File: src/rtl/click_sync_fifo.sv
// Two-phase click channel in, synchronised FIFO, two-phase click channel out.
// Input and output handshakes are resynchronised into the clk domain.
module click_sync_fifo #(
    parameter int DATA_WIDTH  = 7,
    parameter int DEPTH       = 4,
    parameter int SYNC_STAGES = 2
) (
    input  logic                         clk,
    input  logic                         rst_n,
    input  logic                         in_req,
    input  logic [DATA_WIDTH:0]          in_data,
    output logic                         in_ack,
    output logic                         out_req,
    output logic [DATA_WIDTH:0]          out_data,
    input  logic                         out_ack,
    output logic [$clog2(DEPTH+1)-1:0]   count
);
    localparam int AW = $clog2(DEPTH);
    localparam int CW = $clog2(DEPTH+1);

    typedef enum logic [1:0] {IDLE, SETUP, WAIT} state_t;

    logic [SYNC_STAGES-1:0] r_req_sync;
    logic [SYNC_STAGES-1:0] r_ack_sync;
    logic [DATA_WIDTH:0]    r_mem [DEPTH];
    logic [AW-1:0]          r_wr_ptr;
    logic [AW-1:0]          r_rd_ptr;
    logic [CW-1:0]          r_count;
    logic                   r_in_ack;
    logic                   r_out_req;
    logic [DATA_WIDTH:0]    r_out_data;
    state_t                 r_state;
    state_t                 w_state_nxt;

    logic w_req_s;
    logic w_ack_s;
    logic w_pending;
    logic w_full;
    logic w_empty;
    logic w_push;
    logic w_pop;
    logic w_toggle;

    assign w_req_s   = r_req_sync[SYNC_STAGES-1];
    assign w_ack_s   = r_ack_sync[SYNC_STAGES-1];
    assign w_pending = w_req_s ^ r_in_ack;
    assign w_full    = (r_count == CW'(DEPTH));
    assign w_empty   = (r_count == '0);
    // A pop in the same cycle frees the slot, so a full FIFO can still accept
    assign w_push    = w_pending && (!w_full || w_pop);

    always_ff @(posedge clk or negedge rst_n) begin
        if (!rst_n) begin
            r_req_sync <= '0;
            r_ack_sync <= '0;
        end else begin
            r_req_sync <= {r_req_sync[SYNC_STAGES-2:0], in_req};
            r_ack_sync <= {r_ack_sync[SYNC_STAGES-2:0], out_ack};
        end
    end

    always_ff @(posedge clk) begin
        if (w_push) begin
            r_mem[r_wr_ptr] <= in_data;
        end
    end

    always_ff @(posedge clk or negedge rst_n) begin
        if (!rst_n) begin
            r_wr_ptr <= '0;
            r_rd_ptr <= '0;
            r_count  <= '0;
            r_in_ack <= 1'b0;
        end else begin
            if (w_push) begin
                r_wr_ptr <= r_wr_ptr + AW'(1);
                r_in_ack <= ~r_in_ack;
            end
            if (w_pop) begin
                r_rd_ptr <= r_rd_ptr + AW'(1);
            end
            if (w_push && !w_pop) begin
                r_count <= r_count + CW'(1);
            end else if (w_pop && !w_push) begin
                r_count <= r_count - CW'(1);
            end
        end
    end

    always_ff @(posedge clk or negedge rst_n) begin
        if (!rst_n) begin
            r_state <= IDLE;
        end else begin
            r_state <= w_state_nxt;
        end
    end

    always_comb begin
        w_state_nxt = r_state;
        unique case (r_state)
            IDLE:    if (!w_empty) w_state_nxt = SETUP;
            SETUP:   w_state_nxt = WAIT;
            WAIT:    if (w_ack_s == r_out_req) w_state_nxt = IDLE;
            default: w_state_nxt = IDLE;
        endcase
    end

    always_comb begin
        w_pop    = 1'b0;
        w_toggle = 1'b0;
        unique case (r_state)
            IDLE:    w_pop = !w_empty;
            SETUP:   w_toggle = 1'b1;
            WAIT:    w_pop = 1'b0;
            default: w_pop = 1'b0;
        endcase
    end

    // Data is loaded one cycle before the req edge so it is settled when seen
    always_ff @(posedge clk or negedge rst_n) begin
        if (!rst_n) begin
            r_out_data <= '0;
            r_out_req  <= 1'b0;
        end else begin
            if (w_pop) begin
                r_out_data <= r_mem[r_rd_ptr];
            end
            if (w_toggle) begin
                r_out_req <= ~r_out_req;
            end
        end
    end

    assign in_ack   = r_in_ack;
    assign out_req  = r_out_req;
    assign out_data = r_out_data;
    assign count    = r_count;

endmodule

File: config.mk
export PLATFORM = sky130hd
export DESIGN_NAME = click_sync_fifo
export DESIGN_NICKNAME = d
export VERILOG_FILES = /design/src/rtl/click_sync_fifo.sv
export SDC_FILE = /design/constraint.sdc
export NUM_CORES = 1
export LEC_CHECK = 0
export ABC_AREA = 0
export BUFFER_PORTS_ARGS = -buffer_cell sky130_fd_sc_hd__buf_2
export CAP_MARGIN = 20
export CORE_ASPECT_RATIO = 0.9
export CORE_MARGIN = 1
export CORE_UTILIZATION = 38
export CTS_CLUSTER_DIAMETER = 100
export DETAILED_ROUTE_END_ITERATION = 7
export GPL_ROUTABILITY_DRIVEN = 0
export PLACE_DENSITY = 0.65
export SLEW_MARGIN = 30
export SYNTH_ARGS = -nofsm -noshare
export SYNTH_HDL_FRONTEND = slang
export SYNTH_SLANG_ARGS = --single-unit
File: constraint.sdc
create_clock -name clk -period 5.39 [get_ports clk]
set_input_delay 0.539 -clock clk [delete_from_list [all_inputs] [get_ports clk]]
set_output_delay 0.539 -clock clk [all_outputs]
set_load 0.01 [all_outputs]
Word-level counts from Yosys, hierarchy flattened:

Memories as Yosys holds them, arrays and structs flattened. A register that Yosys moved wholly into a read port is not among the register bits.
Cells that the tools add are included.

* register bits after elaboration: 15
* latch bits: 0
* memory bits (writable): 32
* bits in read-only memories: 0
* output and inout bits: 13
* word-level logic and storage cells: 44
* memories kept: 1

Memories
* r_mem: depth 4, width 8, rd ports 1, clocked after memory_dff 1, write ports 1, RTL line 25 `logic [DATA_WIDTH:0] r_mem [DEPTH];`

* add/sub/neg operators: 4
* multipliers: 0
* divide/modulo/power cells: 0
* $lt $le $gt $ge: 0
* equality and inequality tests: 6
* shifts and indexed selects: 0
* mux-type cells: 9
* bitwise operators: 3
* reductions and logical operators: 13

Operators with widths (number)
* $mux W3: 2
* $pmux W2 S3: 1
* $logic_not A1 Y1: 5
* $add A2 B1 Y2 const B: 2
* $mux W1: 4
* $mux W2: 2
* $ne A2 B2 Y1 const B: 2
* $add A3 B1 Y3 const B: 1
* $eq A3 B3 Y1 const B: 1
* $logic_and A1 B1 Y1: 3
* $logic_not A3 Y1: 1
* $sub A3 B1 Y3 const B: 1
* $eq A2 B1 Y1 const B: 1
* $eq A2 B2 Y1 const B: 1
* $logic_not A2 Y1: 1
* $not A1 Y1: 2
* $reduce_and A2 Y1: 1
* $reduce_bool A2 Y1: 1
* $eq A1 B1 Y1: 1
* $logic_or A1 B1 Y1: 1
* $xor A1 B1 Y1: 1

Longest topological paths before layout:

Gate-level depths: netlist (run 1).

* depth in word-level cells: 9
* gate-level depth with buffers: 10

Worst setup path after synthesis (run 1):

Ideal clock, no wire load.

* path type: register -> register
* start point: register r_count[0], in the netlist count[0]
* end point: register r_count[2], in the netlist count[2]
* arrival: 1.989 ns
* required time: 5.310 ns
* setup slack: 3.322 ns
* stages on the path, launching flop included: 11
* path buffers: 1
* cell sequence: dfrtp_1 -> nor3_2 -> nor2_4 -> buf_4 -> inv_1 -> ha_1 -> inv_1 -> fa_1 -> xor2_1 -> nor2_1 -> xor2_1

* longest elaborated chain between the ends: 8
* elaborated cells between the ends (all ways): 16
* those cells by class: add/sub: 2; eq/ne: 1; mux: 3; reduce/logical: 10

Ends and longest elaborated chain
* start: declaration: RTL line 28 `logic [CW-1:0] r_count;`
* start signal: assignment: RTL line 83 `r_count <= r_count + CW'(1);`
* start signal: assignment: RTL line 85 `r_count <= r_count - CW'(1);`
* $logic_not A3 Y1: RTL line 48 `assign w_empty = (r_count == '0);`
* $logic_not A1 Y1: RTL line 112 `IDLE: w_pop = !w_empty;`
* $mux W1: RTL line 111 `unique case (r_state)`
* $logic_or A1 B1 Y1: RTL line 50 `assign w_push = w_pending && (!w_full || w_pop);`
* $logic_and A1 B1 Y1: RTL line 50
* $logic_not A1 Y1: RTL line 84 `end else if (w_pop && !w_push) begin`
* $logic_and A1 B1 Y1: RTL line 84
* $reduce_bool A2 Y1 (no line)

Several ways; a longest one is shown, not always the timed one. The select of a mux whose other input is x is not followed.
A chain may end at the register's enable or synchronous reset.

Worst setup path after layout (run 1):

* start point: register r_state[1]
* end point: register r_count[1], in the netlist count[1]

* longest elaborated chain between the ends: 7
* elaborated cells between the ends (all ways): 10
* those cells by class: mux: 2; reduce/logical: 8

Ends and longest elaborated chain
* start: declaration: RTL line 32 `state_t r_state;`
* start signal: assignment: RTL line 94 `r_state <= w_state_nxt;`
* $logic_not A2 Y1 *: RTL line 111
* $mux W1 *: RTL line 111
* $logic_or A1 B1 Y1: RTL line 50
* $logic_and A1 B1 Y1: RTL line 50
* $logic_not A1 Y1: RTL line 84
* $logic_and A1 B1 Y1: RTL line 84
* $reduce_bool A2 Y1 (no line)

Every way passes the cells marked *; elsewhere a longest branch is shown, timed or not.

==> metrics.txt, run 1 <==
worst slew pin tran=roughly 580 ps; share of post-route cells with drive strength above 1=about two fifths; CP endpoint kind=register; Post-Syn Instances=approximately 110; CP arrival=about 2400 ps; period utilization=between 40% and 50%; Starting Density=between 40% and 50%; #FFs+latches synth=55; post-CTS sizing=0; root buf cell=clkbuf_8; final worst path period need=approximately 2200 ps; Pleak=~0.95 nW; largest net degree at the start of global routing=24; initial antenna violation count=0; RSZ-0062 raised after global routing=no; Synth Cell Area=between 0.002 and 0.0025 sq mm; Syn Area/Cell=19.7 sq um; CTS H-tree lvls=2; CTS Sinks=55; YS warnings=0; CP max stage cell=fa_1; worst min-delay path class=primary input to asynchronous set/reset pin; Largest delay share family, worst path=simple AND/OR/NAND/NOR gates; sequential power share=between 40% and 50%; outcome=completed; Total Neg Setup Slack=0 ps; Setup Viol. Count Final=0; Die Ht=73.9 microns; Die ar.=between 0.006 and 0.007 sq mm; CTS Hold Bufs=0; drt via density=between 4 and 5; Pre-antenna DRT Iters=4; Slew headroom=61.6%; cell mode on critical path=inv_1; logic gate share of total power=between 30% and 40%; placed wire-length estimate=about 2300 microns; worst vdd ir=approximately 240 uV; Max Buffers Root-to-Sink=2; reg-to-reg endpoint=count[1]; Post-Route WL=approximately 3300 microns; CP required=around 5600 ps; Distinct cells, synth=23; post-placement setup slack=roughly 3200 ps; first-pass GRT wire length=~5000 microns; crit-path cells=or2_4 > nor2_4 > inv_1 > ha_1 > inv_1 > fa_1 > mux2_2; Max-Cap Viols=0; Crit Path Category=register to register; Max Clock Freq=0.452 GHz; # IOs=25; net switching power=approximately 460 uW; worst hold slack=193 ps; Port Buffer Count=24; pwr/cell area=around 580 mW/mm^2; FF-to-FF setup slack=3180 ps; Inserted Clock Buffers=5; Starting DRT DRC Count=25; crit-path max FO=11; total congestion overflow=0; Final Total Pwr=1.43 mW; clock share of power=15.4%; Die X-Extent=between 80 and 90 microns; worst reg2reg startpoint=r_state[1]; cell count of the worst reg-to-reg path=7; startpoint type of the worst setup path=register; placed cell area=0.00236 sq mm; Post-CTS Setup Inserts=0; post-layout util=45.5%; post-route ant nets=0; Internal=969 uW; Buf/Inv on CP=2; FFs w/ async S/R, synth=between 40% and 50%; Clock Latency Late Sink=300 ps; TritonCTS clock tree=yes; synthesis-to-layout area growth=12.2%; Avg WL per Cell=between 15 and 20 microns; Core ar.=between 0.005 and 0.006 sq mm; via count=981; Slew Viols, Final=0; placed insts=about 200; Inserted Diodes=0; final worst-path setup slack=about 3200 ps; endpoints failing hold=0; total nets after synthesis=between 100 and 150; prevailing post-synth register cell=edfxtp_1; largest stage delay on the critical path=about 410 ps; Overall Global Routing Usage=about 12%; Layout Cells excl Fill=roughly 210; EDFF count, synth=32; Nets=157; final instance area=0.00245 sq mm; vias in the first global route=between 1000 and 1500; Std-Cell Rows=25; clk slew on worst S/H paths=approximately 90 ps; drc violations=0; switching share of power=about 32%; Setup Skew=~5.9 ps; post-synthesis sequential area ratio=70.4%
==> cells by family (layout without fill, tap and decap cells) <==
kind of cell / Yosys count / count (layout) / synth area share (%)
flops: 55 / 55 / 70.4
buf+inv: 7 / 36 / 1.72
compound gates: 2 / 2 / 1.20
fa+ha+maj: 6 / 6 / 3.78
simple gates: 13 / 13 / 4.01
mux: 19 / 19 / 15.3
xor+xnor: 9 / 9 / 3.61
==> power groups by stage <==
stage / combinational, mW / clock (mW) / sequential (mW)
floorplan: 0.417 / 0 / 0.679
global placement: 0.503 / 0 / 0.700
detailed placement: 0.527 / 0 / 0.706
CTS: 0.529 / 0.228 / 0.698
global route: 0.563 / 0.243 / 0.712
finish: 0.513 / 0.219 / 0.694
==> registers in the layout (all words and copies together), names as in the netlist <==
name / count
r_req_sync: 2
r_rd_ptr: 2
r_state: 2
r_mem: 32
out_req: 1
count: 3
in_ack: 1
r_wr_ptr: 2
out_data: 8
r_ack_sync: 2
==> cell usage in the layout (no fill, tap or decap), drive strengths merged <==
cell type	n
buf	24
dfrtp	23
ha	5
nor3b	1
nor3	1
mux2	11
nor2	3
clkbuf	6
or2	1
xnor2	5
fa	1
nand2b	2
clkinv	1
clkinvlp	1
nand3	1
a31oi	1
and2	4
xor2	4
edfxtp	32
mux4	8
o21ai	1
inv	4
==> final cells by class <==
type	count	area, sq um
clock inverters	2	12.5
repair buffers	24	120
clock buffers	6	72.6
flip-flops and latches	55	1540
inverters	4	15.0
fillers	489	2930
multi-input cells	49	609
well taps	67	83.8
==> worst max path at each step <==
stage,startpoint,end,slack [ps],cells after the start
2_1_floorplan,count[0],count[2],3320,10
4_1_cts,r_state[1],count[1],3150,7
5_1_grt,r_state[1],count[1],3060,7
3_3_place_gp,r_state[1],count[1],3230,7
6_report,r_state[1],count[1],3180,7
3_5_place_dp,r_state[1],count[1],3160,7
==> Yosys cell counts (2+ instances only) <==
| library cell | count | share of area, % |
|---|---|---|
| edfxtp_1 | 32 | 44 |
| dfrtp_1 | 23 | 26 |
| mux2_4 | 8 | 5.5 |
| mux4_2 | 8 | 8.3 |
| ha_1 | 5 | 2.9 |
| xnor2_1 | 5 | 2.0 |
| and2_1 | 4 | 1.1 |
| inv_1 | 4 | 0.69 |
| xor2_1 | 4 | 1.6 |
| mux2_2 | 3 | 1.5 |
| nand2b_1 | 2 | 0.57 |
| nor2_1 | 2 | 0.34 |
==> layer usage <==
| layer | track usage [%] | wire [microns] | up-vias |
|---|---|---|---|
| li1 | - | - | 462 |
| met1 | 15.3 | 1410 | 486 |
| met2 | 20.2 | 1620 | 28 |
| met3 | 3.73 | 179 | 5 |
| met4 | 5.26 | 46 | 0 |
| met5 | 0 | 0 | - |
(Power assumes the default switching activity.)
==> run 2: changes to the inputs <==
--- a/config.mk
+++ b/config.mk
@@ -14,7 +14,7 @@
 export CTS_CLUSTER_DIAMETER = 100
 export DETAILED_ROUTE_END_ITERATION = 7
 export GPL_ROUTABILITY_DRIVEN = 0
-export PLACE_DENSITY = 0.65
+export PLACE_DENSITY = 0.67
 export SLEW_MARGIN = 30
 export SYNTH_ARGS = -nofsm -noshare
 export SYNTH_HDL_FRONTEND = slang
==> constraint.sdc (replaced) <==
create_clock -name clk -period 1.9 [get_ports clk]
set_input_delay 0.19 -clock clk [delete_from_list [all_inputs] [get_ports clk]]
set_output_delay 0.19 -clock clk [all_outputs]
set_load 0.01 [all_outputs]
==> run 2 against run 1 <==
  * Worst setup slack worse by 3200 ps
  * Wire length up 1.7%
  * Sequential share of layout area down 4.8 points
  * Sequential cell count unchanged
  * Utilization up 3.9 points
  * Cell count up 6.8%
  * Global-route usage up 0.61 points
  * Clock power rose to 3.4 times the previous value
  * Die area unchanged
  * Maximum frequency up 17%
  * Clock-buffer cell count down 1
  * Largest power group unchanged
==> metrics.txt, run 2 (same netlist as run 1, synthesis figures left out) <==
outcome=completed; CP arrival=2110 ps (-300 ps); worst hold slack=102 ps (-90.9 ps); most common cell after layout, fill and taps aside=edfxtp_1; GRT Max-Usage Layer=met2; post-layout util=49.4% (+3.9 points); total congestion overflow=0 (unchanged); endpoints failing hold=0 (unchanged); Clock Latency Late Sink=310 ps (about the same); Die Ht=73.9 microns (unchanged); CTS Sinks=55 (unchanged); drt via density=4.67 (-1.4%); RSZ-0062 raised after global routing=yes; met2 usage=21.4% (+1.2 points); drc violations=0 (unchanged); grt met1 use=14.8% (-0.51 points); Max-Cap Viols=0 (unchanged); Max Buffers Root-to-Sink=2 (unchanged); Pre-antenna DRT Iters=3 (-1); Starting Density=40.6% (unchanged); period utilization=99.2% (+58 points); Port Buffer Count=24 (unchanged); worst slew pin tran=545 ps (-31.0 ps); TritonCTS clock tree=yes; Starting DRT DRC Count=74 (+200%); Final Total Pwr=4.48 mW (+210%); worst vdd ir=527 uV (+120%); Std-Cell Rows=25 (unchanged); max reg flops=32 (unchanged); GR Layer Usage met3=4.60% (+0.87 points); Nets=171 (+8.9%); Setup Viol. Count Final=0 (unchanged); via count=1033 (+5.3%); largest net degree at the start of global routing=24 (unchanged); pwr/cell area=1680 mW/mm^2 (+190%); Largest Register=r_mem; Layout Cells excl Fill=221 (+6.8%); Slew headroom=63.6% (+2.1 points); post-route ant nets=0 (unchanged); initial antenna violation count=0 (unchanged); Setup Skew=11.8 ps (+5.86 ps); Die ar.=0.00605 sq mm (unchanged); CP required=2120 ps (-3470 ps); Avg WL per Cell=15.0 microns (-4.8%); Overall Global Routing Usage=13.0% (+0.61 points); placed wire-length estimate=2260 microns (-0.19%); synthesis-to-layout area growth=21.8%; worst min-delay path class=primary input to register; Die X-Extent=81.9 microns (unchanged); Post-Route WL=3310 microns (+1.7%); final worst path period need=1890 ps (-328 ps); Slew Viols, Final=0 (unchanged); # IOs=25 (unchanged); post-CTS sizing=0 (unchanged); crit-path max FO=4 (-7); Core ar.=0.00538 sq mm (unchanged); Inserted Diodes=0 (unchanged); startpoint type of the worst setup path=register; root buf cell=clkbuf_8; Crit Path Category=register to register; CTS H-tree lvls=2 (unchanged); placed insts=207 (+4.0%); Pleak=1.05 nW (+9.9%); first-pass GRT wire length=5320 microns (+4.5%); CP endpoint kind=register; Inserted Clock Buffers=5 (unchanged); vias in the first global route=1054 (+5.3%); FF-to-FF setup slack=10 ps (-3160 ps); share of post-route cells with drive strength above 1=46.1% (+7.5 points); clk slew on worst S/H paths=100 ps (about the same); Max Clock Freq=0.530 GHz (+17%); most frequent cells in the layout=edfxtp_1, buf_2, dfrtp_1
## run 2: worst paths after layout
kind	endpoint	depth (start not counted)	start
max in group asynchronous	count[0]	2	rst_n
hold / removal	r_mem[0][4]	1	in_data[4]
hold reg to reg	r_req_sync[1]	0	r_req_sync[0]
setup reg to reg	count[2]	8	r_state[0]
min in group asynchronous	out_data[4]	2	rst_n
setup / recovery	count[2]	8	r_state[0]
## run 2: area by class of cell
| class | count | area (sq um) |
|---|---|---|
| clock buffers | 5 | 68.8 |
| clock inverters | 3 | 38.8 |
| repair buffers | 38 | 283 |
| well taps | 67 | 83.8 |
| fillers | 441 | 2720 |
| multi-input cells | 49 | 631 |
| inverters | 4 | 15.0 |
| flip-flops and latches | 55 | 1540 |
## run 2: critical path: stages (launching register included)
cell and delay (ps):
dfrtp_1 390, or2_4 290, a31oi_4 180, ha_4 160
inv_2 40, fa_2 330, xor2_1 150, nor2_1 110
xor2_1 170
## run 2: metal layers
metal  vias up  part of all wire (%)
li1        490                     -
met1       522                    41
met2        16                    54
met3         5                   3.8
met4         0                   1.8
met5         -                     0
## run 2: report_power, final
group / switching, mW / internal [mW]
clock: 0.356 / 0.386
sequential: 0.231 / 1.67
combinational: 0.770 / 1.06
## run 2: what timing repair did
item | 4_1_cts | 5_1_grt
endpoints found under the setup margin | 1 | 2
setup buffers | 3 | 0
hold buffers | 3 | 0
endpoints found under the hold margin | 25 | 0
pin swaps | 3 | 0
## run 2: metrics by stage
step / TNS, ps / cell area, sq um / worst slack, ps
after floorplan: -56.6 / 2210 / -37.6
after global placement: 0 / 2500 / 49.0
after detailed placement: -56.7 / 2500 / -56.7
after CTS: 0 / 2660 / 3.59
after global routing: -124 / 2660 / -95.9
final: 0 / 2660 / 14.8
